**config.mk**
```make
export PLATFORM = sky130hd
export DESIGN_NAME = alu_uart_ctrl
export DESIGN_NICKNAME = d
export VERILOG_FILES = /design/src/rtl/alu_uart_ctrl_pkg.sv /design/src/rtl/byte_timeout_timer.sv /design/src/rtl/alu_uart_ctrl.sv
export SDC_FILE = /design/constraint.sdc
export NUM_CORES = 1
export LEC_CHECK = 0
export ABC_CLOCK_PERIOD_IN_PS = 1650
export CORE_MARGIN = 5
export CORE_UTILIZATION = 35
export DETAILED_ROUTE_END_ITERATION = 12
export PLACE_DENSITY = 0.72
export SETUP_SLACK_MARGIN = 0.2
export SLEW_MARGIN = 5
export SYNTH_ARGS = -nofsm -noshare
export SYNTH_HDL_FRONTEND = slang
export SYNTH_SLANG_ARGS = --single-unit
```
**constraint.sdc**
```tcl
create_clock -name i_clock -period 1.65 [get_ports i_clock]
set_input_delay 0.495 -clock i_clock [delete_from_list [all_inputs] [get_ports i_clock]]
set_output_delay 0.495 -clock i_clock [all_outputs]
set_load 0.005 [all_outputs]
```
**src/rtl/alu_uart_ctrl_pkg.sv**
```systemverilog
// Shared opcode constants, state encoding and decode helpers for the ALU/UART sequencer.
package alu_uart_ctrl_pkg;

  localparam int unsigned NB_OP    = 6;
  localparam int unsigned NB_STATE = 3;

  localparam logic [NB_OP-1:0] OP_ADD = 6'h20;
  localparam logic [NB_OP-1:0] OP_SUB = 6'h22;
  localparam logic [NB_OP-1:0] OP_AND = 6'h24;
  localparam logic [NB_OP-1:0] OP_OR  = 6'h25;
  localparam logic [NB_OP-1:0] OP_XOR = 6'h26;
  localparam logic [NB_OP-1:0] OP_NOR = 6'h27;
  localparam logic [NB_OP-1:0] OP_SRA = 6'h03;
  localparam logic [NB_OP-1:0] OP_SRL = 6'h02;

  typedef enum logic [NB_STATE-1:0] {
    ST_GET_A    = 3'd0,
    ST_GET_B    = 3'd1,
    ST_GET_OP   = 3'd2,
    ST_EXEC     = 3'd3,
    ST_TX_START = 3'd4,
    ST_TX_WAIT  = 3'd5
  } state_t;

  function automatic logic is_valid_op(input logic [NB_OP-1:0] op);
    case (op)
      OP_ADD, OP_SUB, OP_AND, OP_OR, OP_XOR, OP_NOR, OP_SRA, OP_SRL: return 1'b1;
      default: return 1'b0;
    endcase
  endfunction

  function automatic logic is_busy_state(input state_t st);
    return (st == ST_EXEC) || (st == ST_TX_START) || (st == ST_TX_WAIT);
  endfunction

endpackage

```
**src/rtl/byte_timeout_timer.sv**
```systemverilog
// Counts baud ticks while enabled; strobes expiry on the tick that reaches TIMEOUT_TICKS.
module byte_timeout_timer #(
  parameter int unsigned TIMEOUT_TICKS = 2048,
  parameter int unsigned NB_TIMEOUT    = 12
) (
  input  logic i_clock,
  input  logic i_reset,
  input  logic i_clear,
  input  logic i_enable,
  input  logic i_tick,
  output logic o_expire_c
);

  logic [NB_TIMEOUT-1:0] count;

  assign o_expire_c = i_enable && i_tick && (count == NB_TIMEOUT'(TIMEOUT_TICKS - 1));

  always_ff @(posedge i_clock) begin
    if (!i_reset || i_clear || o_expire_c) begin
      count <= '0;
    end else if (i_enable && i_tick) begin
      count <= count + NB_TIMEOUT'(1);
    end
  end

endmodule

```
**src/rtl/alu_uart_ctrl.sv**
```systemverilog
// Collects A, B, opcode from the UART, runs the ALU and launches one transmit per command.
// Inter-byte timeout enabled with `define ALU_UART_CTRL_TIMEOUT_EN.
module alu_uart_ctrl
  import alu_uart_ctrl_pkg::*;
#(
  parameter int unsigned N_DATA        = 8,
  parameter int unsigned TIMEOUT_TICKS = 2048,
  parameter int unsigned NB_TIMEOUT    = 12
) (
  input  logic              i_clock,
  input  logic              i_reset,
  input  logic              i_tick,
  input  logic [N_DATA-1:0] i_rx_data,
  input  logic              i_rx_done,
  input  logic [N_DATA-1:0] i_alu_result,
  input  logic              i_tx_done,
  output logic [N_DATA-1:0] o_alu_a,
  output logic [N_DATA-1:0] o_alu_b,
  output logic [NB_OP-1:0]  o_alu_op,
  output logic [N_DATA-1:0] o_tx_data,
  output logic              o_tx_start,
  output logic              o_busy,
  output logic              o_op_error,
  output logic              o_timeout
);

  state_t            state, state_next;
  logic [N_DATA-1:0] a_next, b_next, tx_data_next;
  logic [NB_OP-1:0]  op_next;
  logic              op_error_next, timeout_next;
  logic              op_byte_ok_c;
  logic              expire_c;

`ifdef ALU_UART_CTRL_TIMEOUT_EN
  byte_timeout_timer #(
    .TIMEOUT_TICKS (TIMEOUT_TICKS),
    .NB_TIMEOUT    (NB_TIMEOUT)
  ) u_timer (
    .i_clock    (i_clock),
    .i_reset    (i_reset),
    .i_clear    (state_next != state),
    .i_enable   ((state == ST_GET_B) || (state == ST_GET_OP)),
    .i_tick     (i_tick),
    .o_expire_c (expire_c)
  );
`else
  logic unused_timeout_cfg;
  assign unused_timeout_cfg = ^{i_tick, 32'(TIMEOUT_TICKS), 32'(NB_TIMEOUT)};
  assign expire_c = 1'b0;
`endif

  // Opcode byte must carry zeros above the opcode field.
  assign op_byte_ok_c = (i_rx_data[N_DATA-1:NB_OP] == '0) && is_valid_op(i_rx_data[NB_OP-1:0]);

  always_comb begin
    state_next    = state;
    a_next        = o_alu_a;
    b_next        = o_alu_b;
    op_next       = o_alu_op;
    tx_data_next  = o_tx_data;
    op_error_next = 1'b0;
    timeout_next  = 1'b0;
    case (state)
      ST_GET_A: begin
        if (i_rx_done) begin
          a_next     = i_rx_data;
          state_next = ST_GET_B;
        end
      end
      ST_GET_B: begin
        if (i_rx_done) begin
          b_next     = i_rx_data;
          state_next = ST_GET_OP;
        end else if (expire_c) begin
          timeout_next = 1'b1;
          state_next   = ST_GET_A;
        end
      end
      ST_GET_OP: begin
        if (i_rx_done) begin
          if (op_byte_ok_c) begin
            op_next    = i_rx_data[NB_OP-1:0];
            state_next = ST_EXEC;
          end else begin
            op_error_next = 1'b1;
            state_next    = ST_GET_A;
          end
        end else if (expire_c) begin
          timeout_next = 1'b1;
          state_next   = ST_GET_A;
        end
      end
      ST_EXEC: begin
        tx_data_next = i_alu_result;
        state_next   = ST_TX_START;
      end
      ST_TX_START: state_next = ST_TX_WAIT;
      ST_TX_WAIT: begin
        if (i_tx_done) begin
          state_next = ST_GET_A;
        end
      end
      default: state_next = ST_GET_A;
    endcase
  end

  // Status outputs are registered from next state so they line up with the state register.
  always_ff @(posedge i_clock) begin
    if (!i_reset) begin
      state      <= ST_GET_A;
      o_alu_a    <= '0;
      o_alu_b    <= '0;
      o_alu_op   <= '0;
      o_tx_data  <= '0;
      o_tx_start <= 1'b0;
      o_busy     <= 1'b0;
      o_op_error <= 1'b0;
      o_timeout  <= 1'b0;
    end else begin
      state      <= state_next;
      o_alu_a    <= a_next;
      o_alu_b    <= b_next;
      o_alu_op   <= op_next;
      o_tx_data  <= tx_data_next;
      o_tx_start <= (state_next == ST_TX_START);
      o_busy     <= is_busy_state(state_next);
      o_op_error <= op_error_next;
      o_timeout  <= timeout_next;
    end
  end

endmodule

```
==> results of run 1 <==
[flip-flops by register name (all words and copies together) (netlist names)]
| name | count |
|---|---|
| state | 3 |
| o_busy | 1 |
| o_tx_start | 1 |
| o_op_error | 1 |
| o_alu_op | 6 |
| o_alu_a | 8 |
| o_alu_b | 8 |
| o_tx_data | 8 |
[cell type report]
class / count / area share
Sequential cell: 36 / 0.3297
Timing Repair Buffer: 72 / 0.2911
Tap cell: 50 / 0.02843
Multi-Input combinational cell: 97 / 0.3053
Inverter: 1 / 0.001706
Clock buffer: 7 / 0.04377
[cells in the mapped netlist, types with 2 or more instances]
| master | number |
|---|---|
| dfxtp_1 | 36 |
| nand2_1 | 26 |
| mux2i_1 | 20 |
| nor2_1 | 17 |
| a21oi_1 | 9 |
| buf_6 | 4 |
| clkbuf_1 | 4 |
| buf_4 | 3 |
| nand3b_1 | 3 |
| nor3b_1 | 2 |
| o21a_1 | 2 |
[kinds of logic after synthesis]
kind of cell / after synthesis
simple gates: 58
flops: 36
mux: 21
compound gates: 17
buf+inv: 13
other cells: 1
[routing by layer]
metal  share of wire  track usage  wire length, um
met1            0.44       0.1543             1449
met2            0.48       0.1961             1569
met3           0.063      0.04865              208
met4           0.015      0.05336               50
met5               0            0                0
[power groups by stage]
stage          Clock, mW  Combinational (mW)  Sequential (mW)
2_1_floorplan          0               0.124            0.935
3_3_place_gp           0               0.265            0.944
3_5_place_dp           0               0.267            0.945
4_1_cts            0.691               0.248            0.925
5_1_grt            0.730               0.271            0.932
6_report           0.660               0.248            0.927
[worst paths after layout]
kind / start / to / slack [ns] / depth (start not counted)
worst min-delay path: o_alu_a[4]$_SDFFE_PN0P_ / o_alu_a[4]$_SDFFE_PN0P_ / 0.45 / 2
worst min register to register: o_alu_a[4]$_SDFFE_PN0P_ / o_alu_a[4]$_SDFFE_PN0P_ / 0.45 / 2
worst max-delay path: i_tx_done / state[0]$_SDFF_PN0_ / 0.26 / 4
worst max register to register: state[1]$_SDFF_PN0_ / o_alu_op[5]$_SDFFE_PN0P_ / 0.30 / 4
[timing repair]
| action | CTS | global route |
|---|---|---|
| resized for setup | 53 | 11 |
| pin swaps | 1 | 3 |
| endpoints found under the setup margin | 60 | 14 |
[worst max-delay path, stage by stage]
cell and delay [ns]:
clkdlybuf4s50_1 0.42, mux2_2 0.29, a211oi_4 0.27, o21a_1 0.14
==> run summary, run 1 <==
Layout area overhead -> 51.51%
Xor/xnor share of the synthesized area -> 0
Post-synthesis mux area share -> 0.1456
Initial Util -> 0.3632
Ports -> 55
Post-synthesis simple-gate area fraction -> 0.2119
Complex-gate fraction of the synthesized area -> 0.08096
Final core occ -> 0.5502
Worst setup EP type -> flop
Crit-path max FO -> 2
CTS sink cnt -> 36
Die H -> 74.43 um
Commonest non-fill, non-tap cells in the layout -> 36 x dlygate4sd2_1, 32 x dfxtp_1, 26 x nand2_1, 20 x mux2i_1, 17 x nor2_1
Post-Syn Instances -> 146
Main synth FF type -> dfxtp_1
Asr flop ratio synth -> 0
Final Hold Vio Count -> 0
Warning count from the yosys run -> 0
Skew-Pair Late Insertion Delay -> 0.28 ns
Final cell count without fillers -> 263
VDD IR max -> 561.8 uV
Setup violators final -> 0
Clock power share -> 0.360
Final wirelength -> 3277 um
Post-Syn Area -> 0.001453 mm2
Drt drc -> 0
Initial detailed-routing violation count -> 37
Vias in the first global route -> 1146
Global route overflow -> 0
Required @ worst endpoint -> 1.87 ns
H-tree Lvls -> 2
Via density -> 4.616
Register share of total power -> 0.505
Multi-input gate area -> 671.9 um2
CTS Hold Bufs -> 0
Core Region -> 0.004000 mm2
Switching power -> 0.4199 mW
Tcrit/Tclk final -> 0.8422
RSZ-0062 raised after global routing -> false
Fill count -> 385
Avg Inst Size Synth -> 9.950 um2
Pre-CTS setup slack -> -0.4081 ns
Number of diodes -> 0
First-pass DRT Iterations -> 2
Die width -> 74.43 um
Internal power -> 1.415 mW
Fin crit period -> 1.390 ns
Final instance area -> 0.002201 mm2
Post-synth cell types -> 31
Max Root-Sink Buffers -> 2
Drt wl/cell -> 12.46 um
Layout cells sized above 1 -> 0.2066
Final TNS setup -> 0 ns
Crit path kind -> primary input to flop
PwrDens -> 833.6 mW/mm2
Cell accounting for the most synthesized area -> dfxtp_1
Syn_nets -> 167
CTS tree -> yes
Adder-cell share of the synthesized area -> 0
CP Launch Type -> primary input
Placed cell count -> 256
Max Cap Viol -> 0
Post-route ant nets -> 0
Pins Over Slew Limit -> 0
HP Class -> flop to flop
Logic pwr share -> 0.135
First-pass GRT wire length -> 5230 um
FMAX -> 0.7196 GHz
Num rows -> 23
Flop and latch count out of synthesis -> 36
Largest family of logic cells by synthesized area -> simple AND/OR/NAND/NOR gates
Most common cell after layout, fill and taps aside -> dlygate4sd2_1
Clock skew after layout -> 0.001681 ns
Final GP Congestion -> 0.7868
Clock slew at reported path FFs -> 0.07 ns
Total global-route track usage -> 0.1256
DP HPWL -> 2379 um
Switching Share -> 0.2288
Seq. cell area -> 725.7 um2
EDFF count, synth -> 0
Post-synthesis sequential area ratio -> 0.4961
CTS Buf Count -> 5
WHS -> 0.4491 ns
Clk Tree Root Cell -> clkbuf_8
DR vias -> 1214
Port bufs -> 52
Final nets -> 234
Initial antenna violation count -> 0
# Post-CTS Setup Buffers -> 0
Synth top area share -> 0.4961
Critical path arrival -> 1.61 ns
Pwr Total -> 1.835 mW
Die area -> 0.005539 mm2
Dpl cell area -> 0.002123 mm2
Largest net degree at the start of global routing -> 17
Largest cells by area after synthesis -> dfxtp_1 50%, mux2i_1 14%, nand2_1 6.7%
PnR worst setup slack -> 0.2604 ns
Outcome -> finished, final reports clean
Leakage -> 1.077 nW
(Power assumes the default switching activity.)
==> run 2, diff against run 1 <==
--- a/config.mk
+++ b/config.mk
@@ -5,11 +5,11 @@
 export SDC_FILE = /design/constraint.sdc
 export NUM_CORES = 1
 export LEC_CHECK = 0
-export ABC_CLOCK_PERIOD_IN_PS = 1650
+export ABC_CLOCK_PERIOD_IN_PS = 1200
 export CORE_MARGIN = 5
 export CORE_UTILIZATION = 35
 export DETAILED_ROUTE_END_ITERATION = 12
-export PLACE_DENSITY = 0.72
+export PLACE_DENSITY = 0.75
 export SETUP_SLACK_MARGIN = 0.2
 export SLEW_MARGIN = 5
 export SYNTH_ARGS = -nofsm -noshare
==> constraint.sdc (replaced) <==
create_clock -name i_clock -period 1.2 [get_ports i_clock]
set_input_delay 0.36 -clock i_clock [delete_from_list [all_inputs] [get_ports i_clock]]
set_output_delay 0.36 -clock i_clock [all_outputs]
set_load 0.005 [all_outputs]
==> run 2 against run 1 <==
The flow now finishes with violations (setup timing). Flip-flop and latch count did not move. Clock power rose by 56%. Critical path type is now flop to flop. Setup slack got worse by 0.34 ns. Largest cell class unchanged. Sequential power rose by 37%. Combinational power rose by 82%. Critical path depth did not move. Die area did not move. Final area rose by 11%. Via count rose by 6.8%. Non-clock buffer count rose by 18. Clock-buffer cell count fell by 1. Register-to-register slack got worse by 0.38 ns.
==> run summary, run 2 (synthesis results as in run 1) <==
Worst setup EP type -> flop
Outcome -> complete, but fails checks
Met3 Usage GRT -> 0.05541
Final nets -> 252
PnR worst setup slack -> -0.08002 ns
Die H -> 74.43 um
Critical path launch point -> state[2]$_SDFF_PN0_
Clock skew after layout -> 0.006749 ns
Number of diodes -> 0
DR vias -> 1296
Final wirelength -> 3748 um
Initial detailed-routing violation count -> 12
Placed cell count -> 259
Initial antenna violation count -> 0
WHS -> 0.3433 ns
Pins Over Slew Limit -> 0
CTS sink cnt -> 36
Layout cells sized above 1 -> 0.6422
Max Cap Viol -> 0
Num rows -> 23
Required @ worst endpoint -> 1.41 ns
Layout area overhead -> 68.56%
Fill count -> 354
HP Class -> primary input to flop
Clk Tree Root Cell -> clkbuf_8
Clock slew at reported path FFs -> 0.07 ns
Biggest regs -> o_alu_a (8), o_alu_b (8), o_tx_data (8)
Most common cell after layout, fill and taps aside -> dfxtp_2
Pre-CTS setup slack -> -0.6444 ns
Crit path kind -> flop to flop
First-pass DRT Iterations -> 4
GRT met1 Usage -> 0.1708
Final GP Congestion -> 0.7962
Pwr Total -> 2.756 mW
CP Launch Type -> flop
Met2 usage -> 0.2254
FF-to-FF setup slack -> -0.08 ns
CTS Buf Count -> 5
Core Region -> 0.004000 mm2
Reg2reg path depth -> 4
Total global-route track usage -> 0.1401
PwrDens -> 1126 mW/mm2
Final TNS setup -> -0.5164 ns
Final core occ -> 0.6121
Port bufs -> 52
Post-route ant nets -> 0
Max Root-Sink Buffers -> 2
Die width -> 74.43 um
FMAX -> 0.7812 GHz
VDD IR max -> 706.3 uV
Largest net degree at the start of global routing -> 17
Fin crit period -> 1.280 ns
H-tree Lvls -> 2
First-pass GRT wire length -> 5858 um
Commonest non-fill, non-tap cells in the layout -> 32 x dfxtp_2, 29 x buf_4, 22 x buf_2, 20 x buf_6, 19 x mux2i_1
Final instance area -> 0.002449 mm2
Global route overflow -> 0
Setup violators final -> 15
R2R Path End -> o_alu_op[2]$_SDFFE_PN0P_
Skew-Pair Late Insertion Delay -> 0.28 ns
Failing checks -> setup timing
Final Hold Vio Count -> 0
RSZ-0062 raised after global routing -> true
Setup crit end -> o_alu_op[2]$_SDFFE_PN0P_
Critical path arrival -> 1.49 ns
Via density -> 4.596
CTS tree -> yes
Worst r2r src -> state[2]$_SDFF_PN0_
Final cell count without fillers -> 282
Ports -> 55
Vias in the first global route -> 1259
Busiest grt layer -> met2
Crit-path max FO -> 6
DP HPWL -> 2564 um
Leakage -> 1.152 nW
Drt wl/cell -> 13.29 um
Dpl cell area -> 0.002175 mm2
Die area -> 0.005539 mm2
Tcrit/Tclk final -> 1.067
Initial Util -> 0.3632
Drt drc -> 0
-- run 2: what timing repair did --
action	4_1_cts	5_1_grt
setup endpoints to repair	69	69
hold endpoints to repair	0	0
pin swaps	5	19
hold buffers	0	0
resized for setup	196	49
gates cloned	0	1
setup buffers	5	9
-- run 2: power by group --
part | switching [mW] | leakage (nW) | internal, mW | total [mW]
Combinational | 0.194 | 0.789 | 0.257 | 0.452
Sequential | 0.0306 | 0.308 | 1.24 | 1.27
Clock | 0.415 | 0.0552 | 0.616 | 1.03
Total | 0.640 | 1.15 | 2.12 | 2.76
-- run 2: cell type report --
cell class	count	area, um2	area share
Clock buffer	6	72.57	0.02964
Clock inverter	2	35.03	0.01431
Inverter	1	3.754	0.001533
Multi-Input combinational cell	97	747.0	0.3051
Sequential cell	36	764.5	0.3122
Tap cell	50	62.56	0.02555
Timing Repair Buffer	90	763.2	0.3117
-- run 2: worst max-delay path, stage by stage (launching register included) --
cell	delay (ns)
dfxtp_4	0.37
and4bb_1	0.28
o2111a_1	0.24
buf_6	0.14
mux2i_1	0.19
-- run 2: worst min path at each step --
stage,cells after the start,start,endpoint
4_1_cts,3,i_rx_data[2],o_alu_a[2]$_SDFFE_PN0P_
2_1_floorplan,2,o_alu_op[0]$_SDFFE_PN0P_,o_alu_op[0]$_SDFFE_PN0P_
6_report,3,i_rx_data[2],o_alu_a[2]$_SDFFE_PN0P_
3_5_place_dp,2,o_alu_a[4]$_SDFFE_PN0P_,o_alu_a[4]$_SDFFE_PN0P_
5_1_grt,3,i_rx_data[2],o_alu_a[2]$_SDFFE_PN0P_
3_3_place_gp,2,o_alu_a[4]$_SDFFE_PN0P_,o_alu_a[4]$_SDFFE_PN0P_
-- run 2: routing by layer --
metal | vias up | routed length, um
met2 | 40 | 1812
met5 | - | 0
met4 | 0 | 19
met1 | 595 | 1655
li1 | 657 | -
met3 | 4 | 260
==> run 3, diff against run 2 <==
--- a/config.mk
+++ b/config.mk
@@ -5,11 +5,11 @@
 export SDC_FILE = /design/constraint.sdc
 export NUM_CORES = 1
 export LEC_CHECK = 0
-export ABC_CLOCK_PERIOD_IN_PS = 1200
+export ABC_CLOCK_PERIOD_IN_PS = 1600
 export CORE_MARGIN = 5
-export CORE_UTILIZATION = 35
+export CORE_UTILIZATION = 46
 export DETAILED_ROUTE_END_ITERATION = 12
-export PLACE_DENSITY = 0.75
+export PLACE_DENSITY = 0.89
 export SETUP_SLACK_MARGIN = 0.2
 export SLEW_MARGIN = 5
 export SYNTH_ARGS = -nofsm -noshare
==> constraint.sdc (replaced) <==
create_clock -name i_clock -period 1.6 [get_ports i_clock]
set_input_delay 0.48 -clock i_clock [delete_from_list [all_inputs] [get_ports i_clock]]
set_output_delay 0.48 -clock i_clock [all_outputs]
set_load 0.005 [all_outputs]
==> run 3 against run 2 <==
The run now ends clean. Final cell count shrank 2.5%. Sequential power shrank 25%. Final area shrank 6.8%. Critical path type is now primary input to flop. Largest cell class unchanged.
==> run summary, run 3 (synthesis results as in run 1) <==
PnR worst setup slack -> 0.1327 ns
Layout area overhead -> 57.02%
Drt wl/cell -> 15.78 um
Max Cap Viol -> 0
WHS -> 0.4631 ns
Fill count -> 220
Fin crit period -> 1.467 ns
Max Root-Sink Buffers -> 2
Drt drc -> 0
Layout cells sized above 1 -> 0.5238
Post-route ant nets -> 0
H-tree Lvls -> 2
Biggest regs -> o_alu_a (8), o_alu_b (8), o_tx_data (8)
FMAX -> 0.6815 GHz
CP Buf/Inv Count -> 4
Reg2reg path depth -> 5
Via density -> 5.015
Commonest non-fill, non-tap cells in the layout -> 32 x buf_4, 30 x clkbuf_2, 29 x dfxtp_2, 26 x nand2_1, 19 x mux2i_1
DR vias -> 1379
Core Region -> 0.003053 mm2
Clock skew after layout -> 0.006494 ns
Pins Over Slew Limit -> 0
Crit-path max FO -> 5
Initial Util -> 0.4758
Worst setup EP type -> flop
Pre-CTS setup slack -> -0.3673 ns
CP Launch Type -> primary input
Num rows -> 20
RSZ-0062 raised after global routing -> true
Setup violators final -> 0
PwrDens -> 779.9 mW/mm2
Worst path slowest cell -> nor4_2
Final nets -> 252
HP Class -> flop to flop
CTS sink cnt -> 36
Required @ worst endpoint -> 1.87 ns
Pwr Total -> 1.779 mW
Crit path kind -> primary input to flop
VDD IR max -> 596.4 uV
Tcrit/Tclk final -> 0.9171
Outcome -> finished, final reports clean
First-pass GRT wire length -> 6720 um
Global route overflow -> 0
Ports -> 55
DP HPWL -> 2852 um
Vias in the first global route -> 1458
CTS tree -> yes
Most common cell after layout, fill and taps aside -> buf_4
Port bufs -> 52
Die width -> 66.20 um
Setup crit end -> o_alu_op[0]$_SDFFE_PN0P_
Top delay family on crit path -> buffers and inverters
First-pass DRT Iterations -> 4
Number of diodes -> 0
R2R Path End -> o_alu_op[0]$_SDFFE_PN0P_
Clock slew at reported path FFs -> 0.10 ns
Die area -> 0.004382 mm2
Critical path arrival -> 1.74 ns
Largest net degree at the start of global routing -> 26
Initial detailed-routing violation count -> 36
Critical path depth in cells -> 7
Die H -> 66.20 um
Initial antenna violation count -> 0
Worst r2r src -> state[0]$_SDFF_PN0_
Ordered cell list for the critical path -> clkdlybuf4s15_1 > nor4_2 > buf_4 > o2111a_2 > buf_6 > buf_12 > mux2i_4
Final Hold Vio Count -> 0
FF-to-FF setup slack -> 0.18 ns
Skew-Pair Late Insertion Delay -> 0.33 ns
Final wirelength -> 4339 um
Total global-route track usage -> 0.2054
Crit path largest cell delay -> 0.24 ns
Leakage -> 1.066 nW
Final GP Congestion -> 0.7519
CTS Buf Count -> 5
Critical path launch point -> i_rx_data[6]
Clk Tree Root Cell -> clkbuf_4
[run 3: cell count changes in the layout (fill, tap and decap cells not counted), sizes merged]
cell and delta:
clkinv -1, dlymetal6s2s -2, buf -35, dlygate4sd2 +4, bufbuf +1, clkbuf +28
clkdlybuf4s50 +2, clkdlybuf4s15 +3, bufinv -1
[run 3: area by class of cell]
type / instances / area [um2] / area share
inverters: 1 / 3.754 / 0.001646
flip-flops and latches: 36 / 768.2 / 0.3368
well taps: 44 / 55.05 / 0.02414
multi-input cells: 97 / 679.4 / 0.2979
repair buffers: 90 / 709.4 / 0.3110
clock buffers: 7 / 65.06 / 0.02852
[run 3: worst min-delay path by stage]
| stage | from | to | slack [ns] | depth (start not counted) |
|---|---|---|---|---|
| 6_report | o_alu_a[0]$_SDFFE_PN0P_ | o_alu_a[0]$_SDFFE_PN0P_ | 0.46 | 2 |
| 3_3_place_gp | o_alu_op[5]$_SDFFE_PN0P_ | o_alu_op[5]$_SDFFE_PN0P_ | 0.44 | 2 |
| 3_5_place_dp | o_alu_op[5]$_SDFFE_PN0P_ | o_alu_op[5]$_SDFFE_PN0P_ | 0.45 | 2 |
| 4_1_cts | o_alu_op[5]$_SDFFE_PN0P_ | o_alu_op[5]$_SDFFE_PN0P_ | 0.46 | 2 |
| 5_1_grt | o_alu_a[3]$_SDFFE_PN0P_ | o_alu_a[3]$_SDFFE_PN0P_ | 0.49 | 2 |
| 2_1_floorplan | o_alu_op[0]$_SDFFE_PN0P_ | o_alu_op[0]$_SDFFE_PN0P_ | 0.45 | 2 |
[run 3: through the flow]
stage | util | cell area (um2) | cells | TNS, ns
final | 0.7471 | 2281 | 275 | 0
after global routing | 0.7471 | 2281 | 275 | 0
after CTS | 0.7557 | 2307 | 264 | 0
after detailed placement | 0.6922 | 2113 | 248 | -6.169
after global placement | 0.6922 | 2113 | 248 | -5.918
after floorplan | - | 1453 | 146 | 0
[run 3: worst reg2reg max path, cell delays in order (launching register included)]
cell,delay (ns)
dfxtp_4,0.38
and4bb_1,0.31
o2111a_2,0.25
buf_6,0.11
buf_12,0.11
mux2i_4,0.20
[run 3: power breakdown]
part / switching [mW] / internal, mW
clock: 0.285 / 0.249
combinational: 0.130 / 0.162
sequential: 0.0228 / 0.930
[run 3: repair_timing]
action | in CTS | in global routing
resized for setup | 111 | 46
cloned | 1 | 0
pin swaps | 3 | 5
buffers inserted | 8 | 11
setup endpoints to repair | 58 | 42
hold buffers | 0 | 0
[run 3: per-layer routing]
metal | track usage | routed length (um) | vias up
met3 | 0.08844 | 306 | 12
met2 | 0.3717 | 2272 | 60
met4 | 0.1015 | 136 | 0
li1 | - | - | 662
met1 | 0.1952 | 1624 | 645
met5 | 0 | 0 | -
